**config.mk**
```make
export PLATFORM = sky130hd
export DESIGN_NAME = weight_load_sched
export DESIGN_NICKNAME = d
export VERILOG_FILES = /design/src/rtl/wl_pkg.sv /design/src/rtl/wl_bank_tracker.sv /design/src/rtl/weight_load_sched.sv
export SDC_FILE = /design/constraint.sdc
export NUM_CORES = 1
export LEC_CHECK = 0
export CAP_MARGIN = 20
export CELL_PAD_IN_SITES_DETAIL_PLACEMENT = 0
export CELL_PAD_IN_SITES_GLOBAL_PLACEMENT = 1
export CORE_MARGIN = 4
export CORE_UTILIZATION = 33
export DETAILED_ROUTE_END_ITERATION = 8
export GPL_TIMING_DRIVEN = 0
export HOLD_SLACK_MARGIN = 0.15
export PLACE_DENSITY_LB_ADDON = 0.1
export SYNTH_ARGS = -nofsm -noshare
export SYNTH_HDL_FRONTEND = slang
export SYNTH_SLANG_ARGS = --single-unit
```
**constraint.sdc**
```tcl
create_clock -name clk -period 4.2 [get_ports clk]
set_input_delay 1.26 -clock clk [delete_from_list [all_inputs] [get_ports clk]]
set_output_delay 1.26 -clock clk [all_outputs]
set_load 0.1 [all_outputs]
```
**src/rtl/wl_pkg.sv**
```systemverilog
// ============================================================================
// wl_pkg : shared types, waddr field map and loop constants for weight_load_sched
// Rev 1.0
// ============================================================================
`default_nettype none

package wl_pkg;

   typedef enum logic [1:0] {
      ST_IDLE      = 2'd0,
      ST_WAIT_BANK = 2'd1,
      ST_LOAD      = 2'd2,
      ST_DONE      = 2'd3
   } wl_state_t;

   localparam int KSEL_BIT = 31;
   localparam int OCH_MSB  = 30;
   localparam int OCH_LSB  = 23;
   localparam int TAP_MSB  = 9;
   localparam int TAP_LSB  = 6;
   localparam int CH_MSB   = 3;
   localparam int CH_LSB   = 0;

   localparam int IN_CH = 16;
   localparam int KK    = 9;
   localparam int BANKS = 2;

   localparam int CW = CH_MSB - CH_LSB + 1;
   localparam int TW = TAP_MSB - TAP_LSB + 1;
   localparam int OW = OCH_MSB - OCH_LSB + 1;

   // Unused address bits stay zero; 1x1 loads have a single tap, so its field reads 0.
   function automatic logic [31:0] wl_make_waddr(
      input logic          is_1x1,
      input logic [OW-1:0] out_ch,
      input logic [TW-1:0] tap,
      input logic [CW-1:0] ch
   );
      logic [31:0] a;
      a                   = '0;
      a[KSEL_BIT]         = is_1x1;
      a[OCH_MSB:OCH_LSB]  = out_ch;
      a[TAP_MSB:TAP_LSB]  = is_1x1 ? '0 : tap;
      a[CH_MSB:CH_LSB]    = ch;
      return a;
   endfunction

endpackage

`default_nettype wire

```
**src/rtl/wl_bank_tracker.sv**
```systemverilog
// ============================================================================
// wl_bank_tracker : full-bank occupancy counter for the ping-pong weight banks
// Rev 1.0
// ============================================================================
`default_nettype none

module wl_bank_tracker
   import wl_pkg::*;
(
   input  logic       clk,
   input  logic       rst_n,
   input  logic       i_inc,
   input  logic       i_dec,
   output logic [1:0] o_banks_full,
   output logic       o_err_underflow
);

   localparam logic [1:0] c_BANKS_MAX = 2'(BANKS);

   logic [1:0] r_cnt;
   logic       r_err;

   // A fill and a release in the same cycle cancel; a release with nothing full is an error.
   always_ff @(posedge clk) begin
      if (!rst_n) begin
         r_cnt <= 2'd0;
         r_err <= 1'b0;
      end else if (i_inc && !i_dec) begin
         if (r_cnt != c_BANKS_MAX) begin
            r_cnt <= r_cnt + 2'd1;
         end
      end else if (i_dec && !i_inc) begin
         if (r_cnt == 2'd0) begin
            r_err <= 1'b1;
         end else begin
            r_cnt <= r_cnt - 2'd1;
         end
      end
   end

   assign o_banks_full    = r_cnt;
   assign o_err_underflow = r_err;

endmodule

`default_nettype wire

```
**src/rtl/weight_load_sched.sv**
```systemverilog
// ============================================================================
// weight_load_sched : turns load commands plus a weight stream into ordered WLU write beats
// Rev 1.0
// ============================================================================
`default_nettype none

module weight_load_sched
   import wl_pkg::*;
#(
   parameter int DW    = 32,
   parameter int IN_CH = 16,
   parameter int KK    = 9
)(
   input  logic          clk,
   input  logic          rst_n,
   input  logic          cmd_valid,
   output logic          cmd_ready,
   input  logic          cmd_is_1x1,
   input  logic [7:0]    cmd_out_ch,
   input  logic          wt_valid,
   output logic          wt_ready,
   input  logic [DW-1:0] wt_data,
   output logic [31:0]   weight_waddr,
   output logic [DW-1:0] weight_wdata,
   output logic          weight_wen,
   input  logic          bank_release,
   output logic          load_done,
   output logic [1:0]    banks_full,
   output logic          err_underflow
);

   localparam logic [CW-1:0] c_CH_LAST  = CW'(IN_CH - 1);
   localparam logic [TW-1:0] c_TAP_LAST = TW'(KK - 1);
   localparam logic [1:0]    c_BANKS    = 2'(BANKS);

   wl_state_t     r_state;
   wl_state_t     w_state_nxt;

   logic          r_is_1x1;
   logic [7:0]    r_out_ch;
   logic [TW-1:0] r_tap;
   logic [CW-1:0] r_ch;

   logic [31:0]   r_waddr;
   logic [DW-1:0] r_wdata;
   logic          r_wen;

   logic          w_cmd_hs;
   logic          w_wt_hs;
   logic          w_last_ch;
   logic          w_last_beat;
   logic [1:0]    w_banks_full;
   logic          w_err_underflow;

   assign w_cmd_hs    = cmd_valid & cmd_ready;
   assign w_wt_hs     = wt_valid & wt_ready;
   assign w_last_ch   = (r_ch == c_CH_LAST);
   assign w_last_beat = w_last_ch & (r_is_1x1 | (r_tap == c_TAP_LAST));

   always_ff @(posedge clk) begin
      if (!rst_n) begin
         r_state <= ST_IDLE;
      end else begin
         r_state <= w_state_nxt;
      end
   end

   // cmd_ready is qualified by rst_n so it reads 0 while reset is held.
   always_comb begin
      w_state_nxt = r_state;
      cmd_ready   = 1'b0;
      wt_ready    = 1'b0;
      load_done   = 1'b0;
      case (r_state)
         ST_IDLE: begin
            cmd_ready = rst_n;
            if (cmd_valid) begin
               w_state_nxt = ST_WAIT_BANK;
            end
         end
         ST_WAIT_BANK: begin
            if (w_banks_full < c_BANKS) begin
               w_state_nxt = ST_LOAD;
            end
         end
         ST_LOAD: begin
            wt_ready = 1'b1;
            if (wt_valid && w_last_beat) begin
               w_state_nxt = ST_DONE;
            end
         end
         ST_DONE: begin
            load_done   = 1'b1;
            w_state_nxt = ST_IDLE;
         end
         default: begin
            w_state_nxt = ST_IDLE;
         end
      endcase
   end

   // Channel is the inner loop so the upper half of a tap (ch 8..15) always follows the lower half.
   always_ff @(posedge clk) begin
      if (!rst_n) begin
         r_is_1x1 <= 1'b0;
         r_out_ch <= 8'd0;
         r_tap    <= '0;
         r_ch     <= '0;
      end else if (w_cmd_hs) begin
         r_is_1x1 <= cmd_is_1x1;
         r_out_ch <= cmd_out_ch;
         r_tap    <= '0;
         r_ch     <= '0;
      end else if (w_wt_hs) begin
         r_ch <= w_last_ch ? '0 : r_ch + 1'b1;
         if (w_last_ch && !w_last_beat) begin
            r_tap <= r_tap + 1'b1;
         end
      end
   end

   always_ff @(posedge clk) begin
      if (!rst_n) begin
         r_wen   <= 1'b0;
         r_waddr <= 32'd0;
         r_wdata <= '0;
      end else begin
         r_wen <= w_wt_hs;
         if (w_wt_hs) begin
            r_waddr <= wl_make_waddr(r_is_1x1, r_out_ch, r_tap, r_ch);
            r_wdata <= wt_data;
         end
      end
   end

   assign weight_wen   = r_wen;
   assign weight_waddr = r_waddr;
   assign weight_wdata = r_wdata;

   wl_bank_tracker u_bank_tracker (
      .clk             (clk),
      .rst_n           (rst_n),
      .i_inc           (load_done),
      .i_dec           (bank_release),
      .o_banks_full    (w_banks_full),
      .o_err_underflow (w_err_underflow)
   );

   assign banks_full    = w_banks_full;
   assign err_underflow = w_err_underflow;

endmodule

`default_nettype wire

```
# Word-level counts from Yosys, hierarchy flattened
# Index checks and enable logic that the tools add are counted.
# classes
add_sub_neg,4
n_lt_le_gt_ge,1
eq_ne,11
n_mux,13
bitwise,6
n_reduce_logical,15
# ops
operator,count
2-bit two-way mux,7
"2-bit inequality test, second input constant",5
3-bit AND reduction,3
"4-bit by 1-bit adder with 4-bit output, second input constant",2
"4-bit == test, second input constant",2
4-bit two-way mux,2
2-bit case mux with 4 select lines,1
"2-bit == test, second input constant",2
1-bit logical AND,4
2-bit zero test,2
1-bit bitwise AND,3
1-bit zero test,3
1-bit two-way mux,3
"2-bit by 1-bit adder with 2-bit output, second input constant",1
"2-bit by 1-bit == test with 1-bit output, second input constant",1
"2-bit less-than comparator, second input constant",1
"2-bit by 1-bit inequality test with 1-bit output, second input constant",1
1-bit NOT,2
2-bit AND reduction,1
2-bit nonzero test,1
2-bit OR reduction,1
"2-bit by 1-bit subtractor with 2-bit output, second input constant",1
1-bit OR,1
# totals
register_bits,72

# Logic depth before layout (Yosys ltp)
# Gate-level depths: netlist of the first run.
# logic_depth
ltp_word,6
depth_mapped,8
mapped_depth_nobuf,6

# By module
# From an unflattened synthesis of the first run, not the netlist that was laid out.
# hier_totals
hier_cells,359
hier_area_um2,2987.9
# by_module_without_submodules
module,instances,cells_per_inst,area_each_um2,seq_area_each_um2
weight_load_sched,1,338,2813.9,1381.3
wl_bank_tracker,1,21,173.9,60.1

# Least setup slack after synthesis of the first run
# OpenSTA, ideal clock, no wires.
# synth_timing
kind,in2out
start,input port rst_n
end,output port cmd_ready
t_arrival_ns,2.257
t_required_ns,2.940
slack_ns,0.683
path_stages,2
n_path_buf,1
path_cell_list,clkbuf_1 > and2_1
# synth_between
elab_chain_cells,1
# synth_rtl
element,line,text
from (decl),weight_load_sched.sv:15,"input logic rst_n,"
1-bit two-way mux,weight_load_sched.sv:74,case (r_state)
to (decl),weight_load_sched.sv:17,"output logic cmd_ready,"
# Every way passes these cells.

# Final worst setup path of the first run
# Ends and elaborated chain as after synthesis.

==> summary.txt, run 1 <==
Setup path
  • Kind of start point of the critical path: primary input
  • Series of cell instances along the critical path: clkdlybuf4s50_1 > clkbuf_2 > and2_1 > buf_2
  • CP Data Arrival Time: about 2700 ps
  • Largest fanout on the critical path: 10
  • Setup crit end kind: primary output
  • Slowest cell on crit path: sky130_fd_sc_hd__clkdlybuf4s50_1
  • Biggest cell delay along the critical path: between 500 and 600 ps
  • Critical path data required time: roughly 3000 ps
  • Crit Path Category: primary input to primary output

Finish
  • Most common cell after layout, fill and taps aside: sky130_fd_sc_hd__nand2_1
  • Multi-input gate area in the final layout: ~1300 um2
  • Antenna fix cells: 0
  • Final non-filler cell total: 594
  • Number of fill cells in the layout: just under 900
  • Final net count: approximately 530
  • Sequential standard cell area: around 1400 um2
  • Fraction of layout cells with a size suffix above 1: 0.08025
  • Most frequent cells in the layout: sky130_fd_sc_hd__nand2_1, sky130_fd_sc_hd__clkdlybuf4s50_1, sky130_fd_sc_hd__dfxtp_1
  • Area growth from synthesis to layout: 47.14%

Timing
  • Highest clock frequency the design can meet: 0.2526 GHz
  • Share of the clock period used by the worst path after layout: 0.9427
  • Worst clock skew: ~5.6 ps
  • Final Critical Period: 3959 ps
  • Worst slew margin relative to its limit: 0.3228
  • Worst hold slack after final layout: 458.8 ps
  • Final Hold Fails: 0
  • Slew Limit Fails: 0
  • # setup viols final: 0
  • Transition time at the pin with the least slew margin: between 1000 and 1500 ps
  • Final worst slack: 240.5 ps
  • Unrepaired setup endpoints after global routing: false
  • Setup TNS: 0 ps

Logic synthesis
  • Simple-gate share of the synthesized area: 0.2165
  • Synth warn: 0
  • Area fraction in compound gates after synthesis: 0.1689
  • Synthesized area per cell: ~8.4 um2
  • Arithmetic-cell share of the synthesized area counting full adders, half adders and majority gates: 0.02949
  • Syn Std Cell Area: around 3000 um2
  • Parity-gate share of the synthesized area counting xor and xnor cells: 0.008846
  • Syn Inst Count: around 360
  • Dominant combinational cell family by area after synthesis: simple AND/OR/NAND/NOR gates
  • Number of distinct library cell variants in the gate-level netlist after synthesis: 36
  • Share of cell area taken by muxes after synthesis: 0.01053
  • Flop and latch count out of synthesis: 72
  • Part of the Yosys area used for sequential elements: 0.4853

Routing
  • Post-detailed-route DRC marker count: 0
  • Average wire length per cell after detail routing: 12.45 um
  • Remaining antenna violation count after routing: 0
  • Per-cell via count in the routed design: 4.369
  • Number of detailed-routing iterations run before antenna repair: 6
  • Count of routing violations after the opening detailed-route iteration: 52
  • Vias after detailed routing: roughly 2600
  • Final WL: 7.396 mm

GRT
  • Vias in the first global route: between 2000 and 2500
  • Initial antenna violation count: 0
  • Global-route wire length before repair: 11.61 mm
  • Total GRT Usage: 0.1411
  • Total congestion overflow: 0
  • Largest net degree at the start of global routing: 13

Placement
  • Final HPWL DP: 5.385 mm
  • Number of port buffers: 101
  • Placement Setup Slack: -657.9 ps
  • Number of cells in the design after placement: 578
  • Weighted congestion at the end of routability-driven global placement: 0.7302

Pwr
  • Highest ir drop seen on vdd: 0.3527 mV
  • Power per Cell Area: 508.1 nW/um2
  • Final Power: ~2.2 mW
  • Leakage power summed over all cells: 1.590 nW

Clock tree
  • Clk slew on worst S/H paths: about 70 ps
  • Quantity of gates resized following cts: 5
  • Clock sink count: 72
  • Clock insertion delay at the later pin of the skew report: between 300 and 400 ps
  • Quantity of hold-fixing buffers added after cts: 0
  • CTS tree: built
  • Clock buffer count from CTS: 9
  • Clk root buf: sky130_fd_sc_hd__clkbuf_8
  • Deepest clock path buffer count: 2
  • H-tree depth: 3
  • Buffer count from post-CTS setup fixing: 0

Die
  • Rows: 34
  • Number of top-level pins: ~120
  • Die Outline Area: ~11000 um2
  • Die outline height: 102.9 um
  • Initial Util: 0.3406
  • Area of the core: roughly 8700 um2
  • Width of the die: ~100 um

Run status
  • Status: finished, final reports clean

Worst hold path
  • Worst min path class: register to register

Flow run
  • # Max-Cap Violations: 0
sequential cells by signal (all words and copies together), names as in the netlist:
register	cells
weight_wen	1
weight_wdata	32
u_bank_tracker.o_err_underflow	1
r_ch	4
weight_waddr	17
r_out_ch	8
u_bank_tracker.o_banks_full	2
r_state	2
r_is_1x1	1
r_tap	4
cell families after synthesis:
family / count (synthesis)
flip-flops: 72
buffers and inverters: 42
AND/OR/NAND/NOR: 154
XOR/XNOR: 3
multiplexers: 3
adder cells (fa/ha/maj): 7
AO/OA/AOI/OAI: 73
other: 1
through the flow:
stage               cell area, um2    util
finish                        4370  0.5011
global route                  4370  0.5011
CTS                           4369  0.5010
detailed placement            4169  0.4780
global placement              4169  0.4780
floorplan                     3023       -
cell usage after synthesis, drive strengths merged:
library cell	instances	area [um2]
nand2	122	457.9
dfxtp	72	1441
a21boi	47	352.8
buf	25	161.4
o21ai	13	65.06
clkbuf	12	55.05
a21oi	8	40.04
ha	7	87.58
nor2	6	22.52
inv	5	18.77
nand3	4	20.02
and2	3	18.77
nand2b	3	18.77
nor3	3	15.01
and3	2	12.51
mux2i	2	20.02
nand3b	2	15.01
nor2b	2	12.51
nor4	2	12.51
or3	2	12.51
xnor2	2	17.52
a211o	1	8.760
a222oi	1	10.01
and3b	1	8.760
and4	1	8.760
conb	1	3.750
mux2	1	11.26
o211a	1	10.01
o211ai	1	7.510
o21a	1	7.510
or4	1	7.510
xor2	1	8.760
per-layer routing:
layer  vias to the layer above  part of all wire  GRT usage
met5                         -                 0          0
li1                       1378                 -          -
met4                         0            0.0092    0.03884
met2                        76              0.43     0.2195
met3                         8             0.078    0.05142
met1                      1133              0.48     0.1854
power by group:
group | switching (mW) | total [mW] | internal (mW)
registers | 0.0417 | 0.795 | 0.754
clock network | 0.260 | 0.566 | 0.306
logic | 0.638 | 0.859 | 0.221
final timing paths:
path	from	slack, ps	depth (start not counted)	to
hold / removal	r_out_ch[5]$_SDFFE_PN0P_	460	2	r_out_ch[5]$_SDFFE_PN0P_
setup reg to reg	r_state[0]$_SDFFE_PN0P_	2160	8	weight_wdata[13]$_SDFFE_PN0P_
hold reg to reg	r_out_ch[5]$_SDFFE_PN0P_	460	2	r_out_ch[5]$_SDFFE_PN0P_
setup / recovery	rst_n	240	4	cmd_ready
area by class of cell:
type	count	area share
Timing Repair Buffer	101	0.2302
Tap cell	108	0.03092
Clock buffer	11	0.03464
Multi-Input combinational cell	255	0.3080
Buffer	37	0.04981
Sequential cell	72	0.3298
Inverter	5	0.004294
Clock inverter	5	0.01231
worst max-delay path: cells and delay by family:
| kind | cells | cell delay, ps |
|---|---|---|
| buf+inv | 3 | 1280 |
| simple gates | 1 | 150 |
(Power assumes the default switching activity.)
==> run 2, diff against run 1 <==
ABC_AREA = 1   (was default)
CORE_UTILIZATION = 32   (was 33)
SKIP_CTS_REPAIR_TIMING = 1   (was default)
==> summary.txt, run 2 <==
Setup path
  • Setup crit end kind: primary output
  • Biggest cell delay along the critical path: 1120 ps
  • Logic depth of the worst setup path including buffers: 4
  • Slowest cell on crit path: sky130_fd_sc_hd__clkdlybuf4s50_1
  • Largest delay share family, worst path: buffers and inverters
  • Worst reg2reg path startpoint: r_state[0]$_SDFFE_PN0P_
  • Crit Path Category: primary input to primary output
  • Worst Setup SP: rst_n
  • Length in cells of the worst reg-to-reg path: 7
  • Worst path buffer plus inverter count: 3
  • Series of cell instances along the critical path: buf_6 > nand2_4 > inv_1 > clkdlybuf4s50_1
  • CP Data Arrival Time: around 2700 ps
  • Kind of start point of the critical path: primary input
  • Critical path data required time: a little under 3000 ps
  • Largest fanout on the critical path: 10

Clock tree
  • Deepest clock path buffer count: 2
  • H-tree depth: 3
  • Clk slew on worst S/H paths: 70 ps
  • Clock insertion delay at the later pin of the skew report: about 340 ps
  • Clock sink count: 72
  • CTS tree: built
  • Clock buffer count from CTS: 9
  • Clk root buf: sky130_fd_sc_hd__clkbuf_8

Logic synthesis
  • Flop and latch count out of synthesis: 72
  • Portion of synthesized cell area occupied by the leading cell type: 0.5028
  • Async set or reset register ratio after synthesis: 0
  • Syn Std Cell Area: around 2900 um2
  • Most used standard cell by instance count after synthesis: sky130_fd_sc_hd__nor2_1
  • Synthesized area per cell: between 7 and 8 um2
  • Part of the Yosys area used for sequential elements: 0.5028
  • Most used flip-flop cell after synthesis: sky130_fd_sc_hd__dfxtp_1
  • Number of synthesized flops with an enable pin: 0
  • Leading cell types by total area after synthesis: sky130_fd_sc_hd__dfxtp_1, sky130_fd_sc_hd__nor2_1, sky130_fd_sc_hd__o21ai_0
  • Top cell types by occurrence after synthesis: sky130_fd_sc_hd__nor2_1, sky130_fd_sc_hd__dfxtp_1, sky130_fd_sc_hd__o21ai_0, sky130_fd_sc_hd__nand2_1, sky130_fd_sc_hd__inv_1
  • Synth warn: 0
  • Library cell with the largest summed area after synthesis: sky130_fd_sc_hd__dfxtp_1
  • Syn Inst Count: approximately 360
  • Number of distinct library cell variants in the gate-level netlist after synthesis: 28

Routing
  • Count of routing violations after the opening detailed-route iteration: 52
  • Remaining antenna violation count after routing: 0
  • Final WL: a little over 7 mm
  • Average wire length per cell after detail routing: roughly 12 um
  • Per-cell via count in the routed design: 4.365
  • Post-detailed-route DRC marker count: 0
  • Vias after detailed routing: 2610
  • Number of detailed-routing iterations run before antenna repair: 4

Timing
  • Share of the clock period used by the worst path after layout: 0.9371
  • Worst clock skew: 7.029 ps
  • Setup TNS: 0 ps
  • Worst slew margin relative to its limit: 0.3137
  • Slew Limit Fails: 0
  • Highest clock frequency the design can meet: between 0.2 and 0.3 GHz
  • Final worst slack: 264.3 ps
  • Unrepaired setup endpoints after global routing: false
  • # setup viols final: 0
  • Transition time at the pin with the least slew margin: between 1000 and 1500 ps
  • Final Critical Period: roughly 3900 ps
  • Final Hold Fails: 0

Die
  • Rows: 34
  • Die outline height: ~100 um
  • Number of top-level pins: between 100 and 150
  • Area of the core: 8721 um2
  • Die Outline Area: approximately 11000 um2
  • Width of the die: slightly above 100 um
  • Initial Util: 0.3287

Worst hold path
  • Source of the worst hold timing path: r_out_ch[1]$_SDFFE_PN0P_
  • Worst min path class: register to register
  • Hold Crit Depth: 2

Placement
  • Weighted congestion at the end of routability-driven global placement: roughly 0.79
  • Number of port buffers: 100
  • Placement Setup Slack: 260.2 ps
  • Final HPWL DP: between 5 and 6 mm
  • Placement Cell Area: 4055 um2

Finish
  • Multi-input gate area in the final layout: 1172 um2
  • Max reg flops: 32
  • Fraction of layout cells with a size suffix above 1: 0.09796
  • Most common cell after layout, fill and taps aside: sky130_fd_sc_hd__clkdlybuf4s50_1
  • Most frequent cells in the layout: sky130_fd_sc_hd__clkdlybuf4s50_1, sky130_fd_sc_hd__nor2_1, sky130_fd_sc_hd__dfxtp_1
  • Area growth from synthesis to layout: 47.93%
  • Share of the core filled with cells: 0.4862
  • Final net count: about 540
  • Final design area excluding fillers: ~4200 um2
  • Sequential standard cell area: ~1400 um2
  • Antenna fix cells: 0
  • Number of fill cells in the layout: approximately 850

Pwr
  • Highest ir drop seen on vdd: 0.2386 mV
  • Power per Cell Area: between 600 and 700 nW/um2
  • Leakage power summed over all cells: around 1.7 nW

GRT
  • Global-route wire length before repair: around 11 mm
  • Initial antenna violation count: 0
  • Total GRT Usage: 0.1363
  • Largest net degree at the start of global routing: 13
  • Vias in the first global route: roughly 2300
  • Total congestion overflow: 0

Flow run
  • # Max-Cap Violations: 0

Run status
  • Status: finished, final reports clean
-- run 2: cell types whose count changed in the layout (fill, tap and decap cells not counted), sizes merged, moves of 3 or more --
| cell | change |
|---|---|
| a21boi | -46 |
| a21oi | +9 |
| a22o | +6 |
| and2 | -3 |
| clkbuf | -8 |
| inv | +18 |
| nand2 | -86 |
| nand2b | -3 |
| nor2 | +95 |
| o21ai | +38 |
-- run 2: area by class of cell --
class | instances | area share
clock inverters | 6 | 0.01446
repair buffers | 100 | 0.2361
plain buffers | 32 | 0.04957
flip-flops and latches | 72 | 0.3399
well taps | 108 | 0.03187
clock buffers | 9 | 0.02921
inverters | 25 | 0.02243
multi-input cells | 246 | 0.2765
-- run 2: kinds of logic after synthesis --
family / share of synthesized area
fa+ha+maj: 0.03055
other cells: 0.001308
compound gates: 0.1445
simple gates: 0.2051
buf+inv: 0.1065
xor+xnor: 0.009168
flops: 0.5028
-- run 2: worst paths after layout --
kind / endpoint / slack [ps]
setup reg to reg: weight_waddr[7]$_SDFFE_PN0P_ / 2630
hold / removal: weight_waddr[24]$_SDFFE_PN0P_ / 460
hold reg to reg: weight_waddr[24]$_SDFFE_PN0P_ / 460
setup / recovery: cmd_ready / 260
-- run 2: report_power, final --
| part | leakage, nW | total (mW) | internal [mW] | switching [mW] |
|---|---|---|---|---|
| clock | 0.0948 | 0.523 | 0.269 | 0.255 |
| sequential | 0.586 | 0.867 | 0.806 | 0.0606 |
| combinational | 1.02 | 1.38 | 0.327 | 1.06 |
-- run 2: stage by stage --
stage / power [mW] / std cells / hold slack [ps]
floorplan: 1.961 / 375 / 423.9
global placement: 2.268 / 583 / 437.5
detailed placement: 2.277 / 583 / 442.1
CTS: 2.811 / 598 / 456.4
global route: 2.913 / 598 / 478.9
finish: 2.774 / 598 / 456.8
-- run 2: worst register-to-register path: cells and delay by family, from the launching register on --
family | cells | cell delay (ps)
buf+inv | 3 | 490
simple gates | 2 | 260
flops | 1 | 360
compound gates | 1 | 140
fa+ha+maj | 1 | 260
-- run 2: routing by layer --
metal,global-route usage,part of all wire
met2,0.2170,0.46
met4,0.03330,0.0084
met3,0.05751,0.085
met5,0,0
met1,0.1715,0.45
